## src/rtl/serial_subtractor_pkg.sv

```systemverilog
// Shared definitions for the bit-serial arithmetic blocks.
//   ser_state_e  : IDLE / RUN / DONE encoding shared by serial arithmetic units
//   SER_WIDTH_DEF: default operand width
package serial_subtractor_pkg;

    localparam int SER_WIDTH_DEF = 8;

    typedef enum logic [1:0] {
        IDLE = 2'd0,
        RUN  = 2'd1,
        DONE = 2'd2
    } ser_state_e;

endpackage

```

## src/rtl/serial_subtractor_fs.sv

```systemverilog
// Combinational one-bit full subtractor: d = a - b - bin, with borrow out.
//   a, b, bin : minuend bit, subtrahend bit, borrow in
//   d, bout   : difference bit, borrow out
module full_subtractor (
    input  logic a,
    input  logic b,
    input  logic bin,
    output logic d,
    output logic bout
);

    assign d    = a ^ b ^ bin;
    // Borrow when a=0,b=1, or when a==b and a borrow is already pending.
    assign bout = (~a & b) | (~(a ^ b) & bin);

endmodule

```

## src/rtl/serial_subtractor.sv

```systemverilog
// Bit-serial subtractor: Diff = A - B - Bin, one bit per clock, LSB first.
//   clk, reset      : rising-edge clock, async active-high reset
//   start, A, B, Bin: request and operands, sampled in IDLE or DONE
//   busy            : high while bits are being processed (RUN)
//   done            : one-cycle pulse when Diff/Bout have been updated
//   Diff, Bout      : registered difference and borrow out, held between ops
module serial_subtractor
    import serial_subtractor_pkg::*;
#(
    parameter int WIDTH = SER_WIDTH_DEF
) (
    input  logic             clk,
    input  logic             reset,
    input  logic             start,
    input  logic [WIDTH-1:0] A,
    input  logic [WIDTH-1:0] B,
    input  logic             Bin,
    output logic             busy,
    output logic             done,
    output logic [WIDTH-1:0] Diff,
    output logic             Bout
);

    localparam int             CW   = $clog2(WIDTH);
    localparam logic [CW-1:0]  LAST = CW'(WIDTH - 1);

    ser_state_e         state_q, state_d;
    logic [WIDTH-1:0]   sa_q, sa_d;
    logic [WIDTH-1:0]   sb_q, sb_d;
    logic [WIDTH-1:0]   sd_q, sd_d;
    logic               br_q, br_d;
    logic [CW-1:0]      cnt_q, cnt_d;
    logic [WIDTH-1:0]   diff_q, diff_d;
    logic               bout_q, bout_d;

    logic               d_bit;
    logic               b_next;

    full_subtractor u_fs (
        .a    (sa_q[0]),
        .b    (sb_q[0]),
        .bin  (br_q),
        .d    (d_bit),
        .bout (b_next)
    );

    always_comb begin
        state_d = state_q;
        sa_d    = sa_q;
        sb_d    = sb_q;
        sd_d    = sd_q;
        br_d    = br_q;
        cnt_d   = cnt_q;
        diff_d  = diff_q;
        bout_d  = bout_q;

        case (state_q)
            IDLE, DONE: begin
                if (start) begin
                    sa_d    = A;
                    sb_d    = B;
                    br_d    = Bin;
                    cnt_d   = '0;
                    state_d = RUN;
                end else begin
                    state_d = IDLE;
                end
            end
            RUN: begin
                sa_d  = sa_q >> 1;
                sb_d  = sb_q >> 1;
                sd_d  = {d_bit, sd_q[WIDTH-1:1]};
                br_d  = b_next;
                cnt_d = cnt_q + CW'(1);
                if (cnt_q == LAST) begin
                    // Take the final bit straight from the cell so the
                    // result is complete on the same edge that leaves RUN.
                    diff_d  = {d_bit, sd_q[WIDTH-1:1]};
                    bout_d  = b_next;
                    cnt_d   = '0;
                    state_d = DONE;
                end
            end
            default: state_d = IDLE;
        endcase
    end

    always_ff @(posedge clk or posedge reset) begin
        if (reset) begin
            state_q <= IDLE;
            sa_q    <= '0;
            sb_q    <= '0;
            sd_q    <= '0;
            br_q    <= 1'b0;
            cnt_q   <= '0;
            diff_q  <= '0;
            bout_q  <= 1'b0;
        end else begin
            state_q <= state_d;
            sa_q    <= sa_d;
            sb_q    <= sb_d;
            sd_q    <= sd_d;
            br_q    <= br_d;
            cnt_q   <= cnt_d;
            diff_q  <= diff_d;
            bout_q  <= bout_d;
        end
    end

    // Status outputs decode straight from the state register, so they are
    // glitch-free and mutually exclusive by construction.
    assign busy = (state_q == RUN);
    assign done = (state_q == DONE);
    assign Diff = diff_q;
    assign Bout = bout_q;

endmodule
```

## config.mk

```make
export PLATFORM = sky130hd
export DESIGN_NAME = serial_subtractor
export DESIGN_NICKNAME = d
export VERILOG_FILES = /design/src/rtl/serial_subtractor_pkg.sv /design/src/rtl/serial_subtractor_fs.sv /design/src/rtl/serial_subtractor.sv
export SDC_FILE = /design/constraint.sdc
export NUM_CORES = 1
export LEC_CHECK = 0
export CORE_UTILIZATION = 50
export DETAILED_ROUTE_END_ITERATION = 16
export PLACE_DENSITY = 0.88
export SETUP_SLACK_MARGIN = 0.15
export SYNTH_ARGS = -nofsm -noshare
export SYNTH_HDL_FRONTEND = slang
export SYNTH_HIERARCHICAL = 1
export SYNTH_SLANG_ARGS = --single-unit
export TNS_END_PERCENT = 10
```

## constraint.sdc

```tcl
create_clock -name clk -period 2.05 [get_ports clk]
set_clock_uncertainty 0.2 [all_clocks]
set_input_delay 0.5125 -clock clk [delete_from_list [all_inputs] [get_ports clk]]
set_output_delay 0.5125 -clock clk [all_outputs]
set_load 0.05 [all_outputs]
```

==> reports/results.txt <==
Placed Cells = 220
Hold WS = 309 ps
Post-synth EDFFs = 0
Clock Latency Late Sink = 350 ps
critical-path maximum fanout = 4
Initial DRT Pass Iterations = 4
Core Rows = 20
final period utilization = 90.2%
total CTS buffers = 5
register bit total from synthesis = 38
die span in y = 60.1 µm
Pleak = 1.03 nW
Die Span X = 60.1 µm
Worst Tran Pin Value = 469 ps
post-synth top area cell = dfrtp_1
gr usage total = 22.4%
Worst Path Arrival = 1140 ps
CTS sink cnt = 38
status = completed
Layout Area Growth over Synthesis = 26.8%
iteration-0 DRC count of the detailed router = 40
Fmax = 541 MHz
Syn Nets = 173
Port Buffer Count = 30
register area share after synthesis = 56.3%
Area contributors post-synth = dfrtp_1 (56%), mux2_4 (8.0%), nand2_1 (4.9%)
Fin Setup TNS = 0 ps
Multi-input gate area = 659 µm²
met2 Track Usage GR = 38.0%
initial antenna violation count = 0
layout cell share with drive strength beyond 1 = 23.3%
Setup-failing EPs final = 0
min Tclk post-route = 1850 ps
WP data required = 1340 ps
GRT overflow = 0
final hold violation count = 0
Slew headroom = 68.7%
max-slew violation count = 0
RSZ-0062 raised after global routing = no
layout net count = 211
hpwl dp = 2270 µm
pin count of the biggest net entering global routing = 39
Avg WL per Cell = 14.6 µm
CTS tree = built
met1 GRT Util = 27.0%
Max Cap Viol = 0
Ys Warns = 6
global-route wire length before repair = 5770 µm
pwr/cell area = 1640 mW/mm²
CTS Root Cell = clkbuf_4
Synth Flop Type = dfrtp_1
CTS Hold Bufs = 0
register area = 952 µm²
clock transition at the registers of the reported paths = 110 ps
Starting Density = 54.0%
HP Class = reg -> reg
die area = 0.00361 mm²
Synth Cell Area = 0.00169 mm²
gp weighted congestion = 0.770
total number of vias = 1,249
met3 Usage GRT = 6.71%
core area = 0.00313 mm²
CP Class = reg -> out
Ports = 31
CP Capture Type = output port
fin cells = 233
CP Launch Type = flip-flop
WL final = 3400 µm
VDD IR-drop max = 0.860 mV
clk buf depth = 2
Synth top area share = 56.3%
number of distinct library cells after synthesis = 29
number of remaining DRC errors = 0
Syn Area/Cell = 11.3 µm²
gr busiest metal = met2
vias in the first global route = 1,277
Cells after Synth = 150
Detail Route Antenna Nets = 0
Async S/R FF share, synth = 100%
H-tree level count = 2
DR vias/cell = 5.36
Ant. Diodes = 0
Fillers = 240
[per-layer routing]
layer | wire length, µm | up-vias | part of all wire [%]
met5 | 0 | - | 0
met4 | 48 | 0 | 1.4
met1 | 1510 | 624 | 44
met2 | 1700 | 31 | 50
li1 | - | 588 | -
met3 | 140 | 6 | 4.1
[final timing paths]
path                            depth (start not counted)       start         end  slack [ps]
worst max-delay path                                    3  state_q[1]        busy         200
max in group asynchronous                               3       reset  state_q[1]         950
worst min-delay path                                    2     sd_q[1]     sd_q[1]         310
min in group asynchronous                               3       reset     sd_q[2]         370
worst min register to register                          2     sd_q[1]     sd_q[1]         310
worst max register to register                          4    cnt_q[0]     Diff[2]         390
[cell usage after synthesis (all sizes together), types with 2 or more instances]
| library cell | n |
|---|---|
| dfrtp | 38 |
| nand2 | 23 |
| nor2 | 12 |
| mux2 | 10 |
| nor3 | 10 |
| o22ai | 10 |
| buf | 8 |
| inv | 5 |
| mux2i | 5 |
| nor2b | 4 |
| a211oi | 3 |
| a21oi | 3 |
| nand3 | 3 |
| o21ai | 3 |
| a22o | 2 |
| ha | 2 |
| nand2b | 2 |
[state kept, by name, indices dropped and copies added (netlist names)]
| name | count |
|---|---|
| Diff | 8 |
| state_q | 2 |
| br_q | 1 |
| Bout | 1 |
| cnt_q | 3 |
| sd_q | 7 |
| sa_q | 8 |
| sb_q | 8 |
[worst max-delay path, stage by stage (launching register included)]
cell      delay [ps]
dfrtp_2          440
nand2b_4         170
clkinv_8          60
buf_12           120
[placed cells by master, fill, tap and decap left out, drive strengths merged, types with 4 or more instances in the layout]
cell type and instances:
nor2 12, mux2i 5, clkbuf 6, clkdlybuf4s50 19, inv 5, nand2 23, o22ai 10, mux2 10
nor3 10, dfrtp 38, nor2b 4, buf 20
[repair_timing]
item / in CTS / in global routing
setup buffers: 4 / 0
endpoints found under the setup margin: 2 / 1
cloned: 1 / 0
gates resized for setup: 2 / 1
[stage by stage]
stage	total power, mW	area (µm²)	util [%]	setup slack [ps]
after detailed placement	3.03	2030	64.8	140
after floorplan	2.57	1690	-	179
after global placement	2.93	2030	64.8	171
after CTS	3.52	2140	68.3	148
final	3.51	2140	68.4	200
after global routing	3.76	2140	68.4	155
[report_power, final]
group | switching [mW] | total, mW | internal, mW | leakage (nW)
registers | 0.242 | 1.35 | 1.11 | 0.464
logic | 0.996 | 1.75 | 0.750 | 0.532
clock network | 0.250 | 0.414 | 0.165 | 0.0343
[area by class of cell]
type / instances / share of cell area [%]
Sequential cell: 38 / 44.5
Tap cell: 44 / 2.57
Timing Repair inverter: 1 / 0.409
Multi-Input combinational cell: 97 / 30.8
Timing Repair Buffer: 39 / 17.1
Inverter: 6 / 1.64
Clock inverter: 2 / 0.585
Clock buffer: 6 / 2.40
[kinds of logic after synthesis]
logic type      after synthesis  share of synthesized area, %
simple gates                 56                          15.7
fa+ha+maj                     3                          2.67
compound gates               23                          8.90
buf+inv                      15                          4.74
mux                          15                          11.6
flops                        38                          56.3
(Power assumes the default switching activity.)
==> patch 1 (same flow settings) <==
Set the package constant `SER_WIDTH_DEF` to 4 (it was 8).
--- a/src/rtl/serial_subtractor_pkg.sv
+++ b/src/rtl/serial_subtractor_pkg.sv
@@ -4,5 +4,5 @@
 package serial_subtractor_pkg;
 
-    localparam int SER_WIDTH_DEF = 8;
+    localparam int SER_WIDTH_DEF = 4;
 
     typedef enum logic [1:0] {
Ports: changed (resized A, B and Diff); port bits go from 31 to 19. The function was not compared with the original's and may differ.
==> patch 1 against the unedited design <==
Sequential cell count is 17 lower; worst hold slack got worse by 0.025 ns; register-to-register slack improved by 0.14 ns; first-iteration DRC count shrank 75%; design area fell by 39%; routed wire length decreased by 46%; count of clock-buffer cells in the layout decreased by 3; worst setup slack worse by 0.025 ns; power shrank 38%; area after synthesis fell by 40%; die area is 39% lower; synthesized cell count fell by 42%; sequential power shrank 45%; non-clock buffer count decreased by 12.
==> patch 1: results <==
export IMPL_status="finished clean"
export IMPL_grt_pass1_vias=677
export IMPL_synthMuxAreaShare=0.1256
export IMPL_crit_arrival_ns=1.16
export IMPL_dp_hpwl_um=1338
export IMPL_clkTransAtPathRegs_ns=0.12
export IMPL_grt_pass1_wl_um=2898
export IMPL_synth_async_reset_ratio=1.000
export IMPL_postPlaceCellArea_um2=1234
export IMPL_pg_clk_uw=195
export IMPL_io_buffer_count=18
export IMPL_yosysSeqAreaShare=0.5224
export IMPL_clock_root_buffer="clkbuf_4"
export IMPL_grt_max_degree=22
export IMPL_drtIter0Drc=10
export IMPL_wire_per_inst_um=13.19
export IMPL_path_max_fanout=13
export IMPL_synth_nets=101
export IMPL_pg_seq_uw=746
export IMPL_whs_path_depth=2
export IMPL_slowest_delay_ns=0.40
export IMPL_placed_cells=131
export IMPL_use_met3=0.03462
export IMPL_clockBufferDepth=2
export IMPL_clk_latency_ns=0.30
export IMPL_met2_usage=0.3167
export IMPL_ys_top_cells_by_count="21 x dfrtp_1, 9 x nand2_1, 6 x nor2_1"
export IMPL_antenna_cells=0
export IMPL_crit_slowest_cell="dfrtp_1"
export IMPL_grt_use_met1=0.2451
export IMPL_numCtsBuffers=3
export IMPL_drive_gt1_frac=0.2719
export IMPL_synth_area_leaders="dfrtp_1 52%, mux2_4 7.5%, mux2i_1 4.0%, nand2_1 3.4%, nor2b_1 3.1%"
export IMPL_yosysUniqueCellTypes=25
export IMPL_routed_wl_um=1833
export IMPL_leakagePower_uw=0.0006141
export IMPL_vdd_drop_max_v=0.001128
export IMPL_vias_per_cell=5.173
export IMPL_synth_compound_area_frac=0.09701
export IMPL_grt_util_all_layers=0.1915
export IMPL_dr_wl_met2_um=922
export IMPL_synth_xor_area_frac=0
export IMPL_synth_area_per_cell_um2=11.56
export IMPL_worstMarginPinSlew_ns=0.2650
export IMPL_reg2regPathDepth=4
export IMPL_met1Wirelength_um=831
export IMPL_wl_met3_um=68
export IMPL_htreeDepth=1
export IMPL_synth_top_cell_by_area="dfrtp_1"
export IMPL_synth_flop_cell="dfrtp_1"
export IMPL_intPower_uw=1240
export IMPL_routabilityCongestion=0.8375
export IMPL_synth_adder_area_share=0.03234
==> patch 1: cell count changes after synthesis, moves of 2 or more <==
cell,unedited run,this run
buf_2,6,1
dfrtp_1,38,21
mux2_4,9,5
nand2_1,22,9
nand3_1,3,1
nor2_1,12,6
nor3_1,10,5
o22ai_1,10,4
==> patch 1: what timing repair did <==
action                     4_1_cts  5_1_grt
setup endpoints to repair        2        2
buffers inserted                 3        1
pin swaps                        0        0
gates resized for setup          2        0
==> patch 1: cell type report <==
type | count | area, um2
inverter | 6 | 35.03
clock buffer | 3 | 22.52
fill | 134 | 504.2
tap | 25 | 31.28
multi-input combinational | 56 | 421.7
sequential | 21 | 526.8
timing repair buffer | 27 | 255.2
clock inverter | 1 | 5.005
==> patch 1: through the flow <==
step	total power [uW]	setup slack (ns)	hold WS [ns]
6_report	2170	0.1746	0.2839
5_1_grt	2315	0.1194	0.3217
4_1_cts	2181	0.1297	0.2913
3_5_place_dp	1940	0.2031	0.2638
3_3_place_gp	1883	0.2417	0.2589
2_1_floorplan	1633	0.2532	0.2459
==> patch 1: critical path, delay by kind of cell, from the launching register on <==
kind,cells,cell delay [ns]
buf+inv,2,0.32
flops,1,0.40
simple gates,1,0.14
==> patch 1: final timing paths <==
kind	from	endpoint	slack, ns
hold reg to reg	sd_q[1]	sd_q[1]	0.28
min in group asynchronous	reset	state_q[1]	0.33
max in group asynchronous	reset	sa_q[3]	1.10
hold / removal	sd_q[1]	sd_q[1]	0.28
setup reg to reg	state_q[1]	cnt_q[1]	0.53
setup / recovery	state_q[0]	done	0.17
==> patch 1: cells by family after synthesis <==
kind of cell    after synthesis
flops                        21
mux                          10
buf+inv                      10
simple gates                 29
compound gates               15
fa+ha+maj                     2
==> patch 2 (same flow settings) <==
Made on the original files. Re-encode `ser_state_e` (3 states) as one-hot, 3 bits wide.
--- a/src/rtl/serial_subtractor_pkg.sv
+++ b/src/rtl/serial_subtractor_pkg.sv
@@ -6,8 +6,8 @@
     localparam int SER_WIDTH_DEF = 8;
 
-    typedef enum logic [1:0] {
-        IDLE = 2'd0,
-        RUN  = 2'd1,
-        DONE = 2'd2
+    typedef enum logic [2:0] {
+        IDLE = 3'b001,
+        RUN  = 3'b010,
+        DONE = 3'b100
     } ser_state_e;
 
Function: same outputs for any inputs over 10 cycles, from zero or initial values and one cycle with reset high; not proved beyond that.
==> patch 2 against the unedited design <==
The flow now finishes with violations (setup timing); area after synthesis up 6.8%; power fell by 25%; sequential cell count is 1 higher; non-clock buffer count is 4 higher; count of clock-buffer cells in the layout up 1; routed wire length increased by 3.4%; worst setup slack worse by 0.22 ns; via count grew 9.4%; design area increased by 6.4%; largest cell class unchanged.
==> patch 2: results <==
export IMPL_first_pass_iters=4
export IMPL_timing_hold_ws_ns=0.2780
export IMPL_p_per_area_nw_per_um2=1155
export IMPL_setup_viol=1
export IMPL_synth_area_leaders="dfrtp_1 53%, nand3_1 8.9%, nand2_1 8.3%, mux2_4 7.5%, o211ai_1 6.2%"
export IMPL_ys_top_cells_by_count="40 x nand2_1, 38 x dfrtp_1, 32 x nand3_1"
export IMPL_vdd_drop_max_v=0.0005290
export IMPL_routed_wl_um=3512
export IMPL_r2r_end="Diff[4]"
export IMPL_fin_nets=235
export IMPL_finalSetupTns_ns=-0.02125
export IMPL_seq_power_share=0.453
export IMPL_clockBufferDepth=2
export IMPL_leakagePower_uw=0.001079
export IMPL_hold_start="sb_q[2]"
export IMPL_drive_gt1_frac=0.2207
export IMPL_synth_area_per_cell_um2=10.30
export IMPL_reg2reg_slack_ns=0.12
export IMPL_synthMuxAreaShare=0.07495
export IMPL_dp_slack_ns=0.09789
export IMPL_layoutNonFillerInstCount=259
export IMPL_synth_xor_area_frac=0.009715
export IMPL_multi_input_area_um2=735.7
export IMPL_crit_arrival_ns=1.36
export IMPL_grt_pass1_vias=1334
export IMPL_path_max_fanout=2
export IMPL_min_path_type="reg2reg"
export IMPL_synth_nets=198
export IMPL_post_cts_buffers=3
export IMPL_placed_cells=248
export IMPL_crit_slowest_cell="dfrtp_1"
export IMPL_slowest_delay_ns=0.41
export IMPL_status="complete, but fails checks"
export IMPL_worstMarginPinSlew_ns=0.2673
export IMPL_met2_usage=0.3404
export IMPL_cts_resized=4
export IMPL_crit_start="state_q[2]"
export IMPL_pg_clk_uw=443
export IMPL_grt_util_all_layers=0.2194
export IMPL_routabilityCongestion=0.8197
export IMPL_drtIter0Drc=80
export IMPL_synth_adder_area_share=0.02498
export IMPL_postPlaceCellArea_um2=2166
export IMPL_nFillCells=245
export IMPL_worstHoldEndpoint="sb_q[1]"
export IMPL_synth_compound_area_frac=0.08675
export IMPL_vias_per_cell=5.278
export IMPL_grt_pass1_wl_um=5809
export IMPL_violations="setup timing"
export IMPL_worst_slack_ns=-0.02125
export IMPL_yosysSeqAreaShare=0.5420
## patch 2: cell types whose count changed after synthesis, moves of 3 or more
cell | unedited run | this run
mux2i_1 | 5 | 0
nor2b_1 | 4 | 1
nor2_1 | 12 | 2
o22ai_1 | 10 | 0
a211oi_1 | 3 | 0
nand3_1 | 3 | 32
nor3_1 | 10 | 1
o211ai_1 | 0 | 15
clkbuf_1 | 1 | 6
buf_2 | 6 | 1
nand2_1 | 22 | 40
## patch 2: area by class of cell
| cell class | instances | share of cell area |
|---|---|---|
| clock inverter | 1 | 0.003299 |
| timing repair buffer | 43 | 0.1809 |
| tap | 46 | 0.02529 |
| multi-input combinational | 118 | 0.3233 |
| inverter | 5 | 0.009346 |
| sequential | 39 | 0.4294 |
| clock buffer | 7 | 0.02859 |
## patch 2: metal layers
layer  share of wire  up-vias
met3           0.035        6
met2            0.50       36
met1            0.44      651
met5               0        -
met4           0.023        0
li1                -      674
